[config.mk]
export PLATFORM = sky130hd
export DESIGN_NAME = dmem_access_unit_flat
export DESIGN_NICKNAME = d
export VERILOG_FILES = /design/src/rtl/dmem_access_unit_if.sv /design/src/rtl/dmem_access_unit.sv /design/src/flat_wrapper.sv
export SDC_FILE = /design/constraint.sdc
export NUM_CORES = 1
export LEC_CHECK = 0
export ABC_AREA = 1
export BUFFER_PORTS_ARGS = -buffer_cell sky130_fd_sc_hd__buf_4
export CAP_MARGIN = 20
export CORE_UTILIZATION = 46
export CTS_CLUSTER_SIZE = 24
export DETAILED_ROUTE_END_ITERATION = 10
export PLACE_DENSITY = 0.8
export SYNTH_ARGS = -nofsm -noshare
export SYNTH_HDL_FRONTEND = slang
export SYNTH_SLANG_ARGS = --single-unit
[constraint.sdc]
create_clock -name clk -period 5.21 [get_ports clk]
set_input_delay 0.2605 -clock clk [delete_from_list [all_inputs] [get_ports clk]]
set_output_delay 0.2605 -clock clk [all_outputs]
set_load 0.05 [all_outputs]
[src/rtl/dmem_access_unit_if.sv]
// Data-memory bus between the MEM-stage access unit (master) and the memory (slave).
// Handshake: dmem_req stays high with stable we/addr/wdata/wstrb until the cycle dmem_ready=1.
interface dmem_access_unit_if;
  logic        dmem_req;
  logic        dmem_we;
  logic [31:0] dmem_addr;
  logic [31:0] dmem_wdata;
  logic [3:0]  dmem_wstrb;
  logic        dmem_ready;
  logic [31:0] dmem_rdata;

  modport master (
    output dmem_req, dmem_we, dmem_addr, dmem_wdata, dmem_wstrb,
    input  dmem_ready, dmem_rdata
  );

  modport slave (
    input  dmem_req, dmem_we, dmem_addr, dmem_wdata, dmem_wstrb,
    output dmem_ready, dmem_rdata
  );
endinterface

[src/rtl/dmem_access_unit.sv]
// MEM-stage load/store unit: store lane alignment, load extraction, bus timeout and flush drain.
// dbg_state encoding: 0 IDLE, 1 WAIT, 2 DRAIN, 3 DONE.
module dmem_access_unit #(
  parameter int TIMEOUT_CYCLES = 256
) (
  input  logic        clk,
  input  logic        rst,
  input  logic        req_valid,
  input  logic        req_is_store,
  input  logic [1:0]  req_size,
  input  logic        req_unsigned,
  input  logic [31:0] req_addr,
  input  logic [31:0] req_wdata,
  input  logic        flush,
  output logic        busy,
  output logic        resp_valid,
  output logic [31:0] resp_rdata,
  output logic        fault_misaligned,
  output logic        fault_timeout,
  output logic [1:0]  dbg_state,
  dmem_access_unit_if.master dmem
);

  localparam int CW = $clog2(TIMEOUT_CYCLES + 1);

  typedef enum logic [1:0] {IDLE = 2'd0, WAIT = 2'd1, DRAIN = 2'd2, DONE = 2'd3} state_t;

  state_t      state_q, state_d;
  logic [CW-1:0] cnt_q, cnt_d;
  logic        is_store_q, is_store_d;
  logic [1:0]  size_q, size_d;
  logic        uns_q, uns_d;
  logic [1:0]  off_q, off_d;
  logic [29:0] addr_q, addr_d;
  logic [31:0] wdata_q, wdata_d;
  logic [3:0]  wstrb_q, wstrb_d;
  logic [31:0] rdata_q, rdata_d;
  logic        fmis_q, fmis_d;
  logic        fto_q, fto_d;

  logic          misaligned;
  logic [31:0]   lane_wdata;
  logic [3:0]    lane_wstrb;
  logic [7:0]    ld_byte;
  logic [15:0]   ld_half;
  logic [31:0]   ld_ext;
  logic [CW-1:0] cnt_inc;
  logic          timeout_hit;

  always_comb begin
    misaligned = 1'b0;
    lane_wdata = req_wdata;
    lane_wstrb = 4'b1111;
    case (req_size)
      2'b00: begin
        lane_wdata = {4{req_wdata[7:0]}};
        lane_wstrb = 4'b0001 << req_addr[1:0];
      end
      2'b01: begin
        misaligned = req_addr[0];
        lane_wdata = {2{req_wdata[15:0]}};
        lane_wstrb = 4'b0011 << req_addr[1:0];
      end
      2'b10:   misaligned = (req_addr[1:0] != 2'b00);
      default: misaligned = 1'b1;
    endcase
  end

  always_comb begin
    ld_byte = 8'(dmem.dmem_rdata >> {off_q, 3'b000});
    ld_half = off_q[1] ? dmem.dmem_rdata[31:16] : dmem.dmem_rdata[15:0];
    case (size_q)
      2'b00:   ld_ext = {{24{~uns_q & ld_byte[7]}}, ld_byte};
      2'b01:   ld_ext = {{16{~uns_q & ld_half[15]}}, ld_half};
      default: ld_ext = dmem.dmem_rdata;
    endcase
  end

  assign cnt_inc     = cnt_q + 1'b1;
  assign timeout_hit = (cnt_inc == CW'(TIMEOUT_CYCLES));

  always_comb begin
    state_d    = state_q;
    cnt_d      = cnt_q;
    is_store_d = is_store_q;
    size_d     = size_q;
    uns_d      = uns_q;
    off_d      = off_q;
    addr_d     = addr_q;
    wdata_d    = wdata_q;
    wstrb_d    = wstrb_q;
    rdata_d    = rdata_q;
    fmis_d     = fmis_q;
    fto_d      = fto_q;
    busy       = 1'b0;
    resp_valid = 1'b0;
    case (state_q)
      IDLE: begin
        if (req_valid && !flush) begin
          busy       = 1'b1;
          is_store_d = req_is_store;
          size_d     = req_size;
          uns_d      = req_unsigned;
          off_d      = req_addr[1:0];
          addr_d     = req_addr[31:2];
          wdata_d    = lane_wdata;
          wstrb_d    = req_is_store ? lane_wstrb : 4'b0000;
          cnt_d      = '0;
          rdata_d    = '0;
          fmis_d     = misaligned;
          fto_d      = 1'b0;
          state_d    = misaligned ? DONE : WAIT;
        end
      end
      WAIT: begin
        busy  = 1'b1;
        cnt_d = cnt_inc;
        if (dmem.dmem_ready) begin
          state_d = flush ? IDLE : DONE;
          rdata_d = is_store_q ? 32'd0 : ld_ext;
        end else if (flush) begin
          // a flush coinciding with the timeout leaves nothing outstanding to drain
          state_d = timeout_hit ? IDLE : DRAIN;
        end else if (timeout_hit) begin
          state_d = DONE;
          fto_d   = 1'b1;
        end
      end
      DRAIN: begin
        busy  = 1'b1;
        cnt_d = cnt_inc;
        if (dmem.dmem_ready || timeout_hit) state_d = IDLE;
      end
      default: begin
        resp_valid = !flush;
        state_d    = IDLE;
        rdata_d    = '0;
        fmis_d     = 1'b0;
        fto_d      = 1'b0;
      end
    endcase
  end

  always_ff @(posedge clk or posedge rst) begin
    if (rst) begin
      state_q    <= IDLE;
      cnt_q      <= '0;
      is_store_q <= 1'b0;
      size_q     <= 2'b00;
      uns_q      <= 1'b0;
      off_q      <= 2'b00;
      addr_q     <= '0;
      wdata_q    <= '0;
      wstrb_q    <= '0;
      rdata_q    <= '0;
      fmis_q     <= 1'b0;
      fto_q      <= 1'b0;
    end else begin
      state_q    <= state_d;
      cnt_q      <= cnt_d;
      is_store_q <= is_store_d;
      size_q     <= size_d;
      uns_q      <= uns_d;
      off_q      <= off_d;
      addr_q     <= addr_d;
      wdata_q    <= wdata_d;
      wstrb_q    <= wstrb_d;
      rdata_q    <= rdata_d;
      fmis_q     <= fmis_d;
      fto_q      <= fto_d;
    end
  end

  assign dmem.dmem_req   = (state_q == WAIT) || (state_q == DRAIN);
  assign dmem.dmem_we    = dmem.dmem_req & is_store_q;
  assign dmem.dmem_addr  = {addr_q, 2'b00};
  assign dmem.dmem_wdata = wdata_q;
  assign dmem.dmem_wstrb = dmem.dmem_req ? wstrb_q : 4'b0000;

  assign resp_rdata       = rdata_q;
  assign fault_misaligned = fmis_q;
  assign fault_timeout    = fto_q;
  assign dbg_state        = state_q;

endmodule

[src/flat_wrapper.sv]
// flat-port wrapper written by rule: the top's interface ports become plain ports
module dmem_access_unit_flat 
#(
  parameter int TIMEOUT_CYCLES = 256
)
  (clk, rst, req_valid, req_is_store, req_size, req_unsigned, req_addr, req_wdata, flush, busy, resp_valid, resp_rdata, fault_misaligned, fault_timeout, dbg_state, dmem_dmem_req, dmem_dmem_we, dmem_dmem_addr, dmem_dmem_wdata, dmem_dmem_wstrb, dmem_dmem_ready, dmem_dmem_rdata);
  dmem_access_unit_if dmem_i ();
  input  logic clk;
  input  logic rst;
  input  logic req_valid;
  input  logic req_is_store;
  input  logic [1:0] req_size;
  input  logic req_unsigned;
  input  logic [31:0] req_addr;
  input  logic [31:0] req_wdata;
  input  logic flush;
  output logic busy;
  output logic resp_valid;
  output logic [31:0] resp_rdata;
  output logic fault_misaligned;
  output logic fault_timeout;
  output logic [1:0] dbg_state;
  output wire logic [$bits(dmem_i.dmem_req)-1:0] dmem_dmem_req;
  output wire logic [$bits(dmem_i.dmem_we)-1:0] dmem_dmem_we;
  output wire logic [$bits(dmem_i.dmem_addr)-1:0] dmem_dmem_addr;
  output wire logic [$bits(dmem_i.dmem_wdata)-1:0] dmem_dmem_wdata;
  output wire logic [$bits(dmem_i.dmem_wstrb)-1:0] dmem_dmem_wstrb;
  input wire logic [$bits(dmem_i.dmem_ready)-1:0] dmem_dmem_ready;
  input wire logic [$bits(dmem_i.dmem_rdata)-1:0] dmem_dmem_rdata;
  assign dmem_dmem_req = dmem_i.dmem_req;
  assign dmem_dmem_we = dmem_i.dmem_we;
  assign dmem_dmem_addr = dmem_i.dmem_addr;
  assign dmem_dmem_wdata = dmem_i.dmem_wdata;
  assign dmem_dmem_wstrb = dmem_i.dmem_wstrb;
  assign dmem_i.dmem_ready = dmem_dmem_ready;
  assign dmem_i.dmem_rdata = dmem_dmem_rdata;
  dmem_access_unit #(.TIMEOUT_CYCLES(TIMEOUT_CYCLES)) u_core (.clk(clk), .rst(rst), .req_valid(req_valid), .req_is_store(req_is_store), .req_size(req_size), .req_unsigned(req_unsigned), .req_addr(req_addr), .req_wdata(req_wdata), .flush(flush), .busy(busy), .resp_valid(resp_valid), .resp_rdata(resp_rdata), .fault_misaligned(fault_misaligned), .fault_timeout(fault_timeout), .dbg_state(dbg_state), .dmem(dmem_i));
endmodule
==> qor.yml <==
layout:
  nets: 1022
  syn_to_final_growth_pct: 39.6
  fin_area_um2: 7960
  final_util_pct: 66.0
  antenna_cells: 0
  layout-drive-gt1-share_pct: 29.0
grt:
  grt_overflow: 0
  grt_max_degree: 71
  grtUsageTotal_pct: 25.7
  grt_pass1_vias: 5152
  grt_pass1_wl_mm: 25.3
  antenna_found_initial: 0
hold_path:
  holdPathEnd: "u_core.addr_q[13]"
  min_path_type: "in -> reg"
  hp-start: "req_addr[15]"
  whs_path_depth: 3
routing:
  vias_per_cell: 5.02
  first_iter_violations: 367
  routed_wl_mm: 16.1
  drc: 0
  vias: 5479
  detail-route-antenna-nets: 0
  wl_per_cell_um: 14.7
  first_pass_iters: 5
critical_path:
  path_max_fanout: 52
  critPathArrivalTime_ns: 2.67
  reg2reg_to: "u_core.dmem.dmem_wdata[31]"
  end_kind: "output pin"
  crit_path_start: "u_core.dbg_state[0]"
  cpMaxStageDelayCell: "buf_4"
  critical-path-max-stage-delay_ns: 0.46
  r2r_setup_slack_ns: 2.52
  ff2ff_path_depth: 9
  startpoint_type: "flop"
  timing.rr.start: "u_core.dbg_state[0]"
  path_cells: "inv_1, ha_1, inv_1, nor3_4, buf_4, inv_2, a21oi_1, buf_4"
  critPathKind: "reg -> out"
  critical_path_required_ns: 4.95
clock_network:
  cts_buffers: 17
  cts.htree.levels: 4
  cts_resized: 0
  clk_pin_slew_ns: 0.06
  cts_tree: "done"
  clock_latency_ns: 0.41
  cts.sinks: 117
  ctsLongestPathBuffers: 2
  clockRootBuffer: "clkbuf_16"
floorplanning:
  die_area_um2: 12800
  rows: 40
  ios: 213
  die_x_um: 113
  fp.dieH_um: 113
  coreArea_um2: 12100
  initial_core_util_pct: 47.3
synthesis:
  ys_types: 38
  syn_inst: 711
  seq_area_frac_synth_pct: 51.4
  synth_area_um2: 5700
  synth.avg_cell_area_um2: 8.02
  ys_ff_latch: 117
  yosys_warnings: 0
sta:
  tightest_slew_ns: 0.988
  fin_crit_ns: 2.93
  tns_ns: 0
  finalHoldViolCount: 0
  skew_ns: 0.00977
  fmax_mhz: 342
  slew_violations: 0
  max-slew-margin-rel_pct: 34.0
  setup_viol: 0
  fin_crit_sh_pct: 56.2
  rsz0062_at_grt: "false"
power_and_ir_drop:
  p_switching_mw: 3.00
  p_seq_share_pct: 26.4
  p_int_mw: 2.97
  powerDensity_nw_per_um2: 750
  p_leak_nw: 4.24
  total_power_mw: 5.97
  p_sw_share_pct: 50.2
  vdd_drop_max_mv: 0.433
  combPwrFrac_pct: 53.9
  pwr-share-clk_pct: 19.7
run_status:
  status: "finished, final reports clean"
run:
  drv_cap: 0
place:
  place_hpwl_mm: 11.5
  gp_congestion: 0.842
  place_area_um2: 7360
  io_buffers: 210
[critical path, delay by kind of cell, from the launching register on]
family,cells,cell delay (ns)
adder cells (fa/ha/maj),1,0.22
flip-flops,1,0.44
AND/OR/NAND/NOR,1,0.16
AO/OA/AOI/OAI,1,0.21
buffers and inverters,5,1.20
[kinds of logic (layout without fill, tap and decap cells)]
logic type / Yosys count / in the layout / share of synthesized area (%)
and+or+nand+nor: 360 / 360 / 25.6
AOI/OAI and AO/OA: 146 / 146 / 15.5
DFF: 117 / 117 / 51.4
buffers and inverters: 80 / 291 / 6.06
adders and majority gates: 6 / 6 / 1.32
other: 1 / 2 / 0.0658
xor gates and xnor gates: 1 / 1 / 0.154
[power by group through the flow]
stage | clock network, mW | logic, mW | registers (mW)
6_report | 1.18 | 3.22 | 1.57
5_1_grt | 1.24 | 3.43 | 1.62
4_1_cts | 1.19 | 3.23 | 1.57
3_5_place_dp | 0 | 3.23 | 1.57
3_3_place_gp | 0 | 3.19 | 1.57
2_1_floorplan | 0 | 1.13 | 2.73
[routing by layer]
metal | global-route usage (%) | part of all wire (%) | up-vias
met5 | 0 | 0 | -
met4 | 9.30 | 1.4 | 0
met3 | 8.89 | 8.7 | 15
met2 | 43.2 | 49 | 239
met1 | 30.6 | 40 | 2538
li1 | - | - | 2687
[state kept, by name, summed over array words and instances, names as in the netlist, 2 cells and up]
signal,cells
u_core.off_q,2
u_core.size_q,2
u_core.dbg_state,2
u_core.resp_rdata,32
u_core.addr_q,30
u_core.wstrb_q,4
u_core.cnt_q,9
u_core.dmem.dmem_wdata,32
[through the flow]
step,std cells,hold WS (ns),setup WS [ns]
after detailed placement,1059,0.412,2.54
after global placement,1059,0.409,2.64
after global routing,1091,0.0391,2.11
after floorplan,712,0.377,1.85
final,1091,0.0454,2.28
after CTS,1091,0.0357,2.29
[cell usage after synthesis (all sizes together)]
master / count / share of area (%)
ha: 6 / 1.3
o22ai: 1 / 0.11
o21ai: 90 / 8.8
or2: 1 / 0.11
o21bai: 2 / 0.26
o211ai: 8 / 1.1
xor2: 1 / 0.15
nand3: 18 / 1.8
dfrtp: 117 / 51
a31oi: 1 / 0.11
a221oi: 7 / 1.1
nor3: 1 / 0.18
buf: 10 / 1.3
a22o: 8 / 1.2
a21oi: 25 / 2.2
o21a: 2 / 0.40
nand3b: 1 / 0.13
clkinv: 1 / 0.15
nand2: 305 / 20
a211oi: 1 / 0.13
inv: 45 / 3.0
nor2: 34 / 3.1
clkbuf: 24 / 1.6
a32oi: 1 / 0.15
conb: 1 / 0.066
[timing repair]
item                                   4_1_cts  5_1_grt
hold buffers                                 1        0
endpoints found under the hold margin       54        0
setup buffers                                0        0
[worst max-delay path by stage]
stage	end
after detailed placement	u_core.dmem.dmem_wdata[31]
final	busy
after global placement	u_core.dmem.dmem_wdata[31]
after CTS	busy
after global routing	busy
after floorplan	u_core.addr_q[0]
[final cells by class]
class / instances / area (µm²)
clock buffers: 23 / 468
clock inverters: 8 / 125
fillers: 1006 / 4100
inverters: 46 / 183
multi-input cells: 515 / 2440
flip-flops and latches: 117 / 2930
well taps: 168 / 210
repair buffers: 214 / 1610
[cells in the final DEF (no fill, tap or decap), types with 3 or more instances in the layout]
master	count
o21ai_0	76
bufinv_16	3
nand2_1	303
a221oi_1	7
o21ai_2	10
inv_1	39
o21ai_1	3
clkinvlp_4	4
nor2_1	30
a21oi_1	25
clkbuf_16	17
ha_1	6
clkbuf_1	4
a22o_1	8
inv_2	4
o211ai_1	8
dfrtp_1	117
buf_4	213
nand3_1	17
Note: power is estimated with default switching activity, not from simulation.
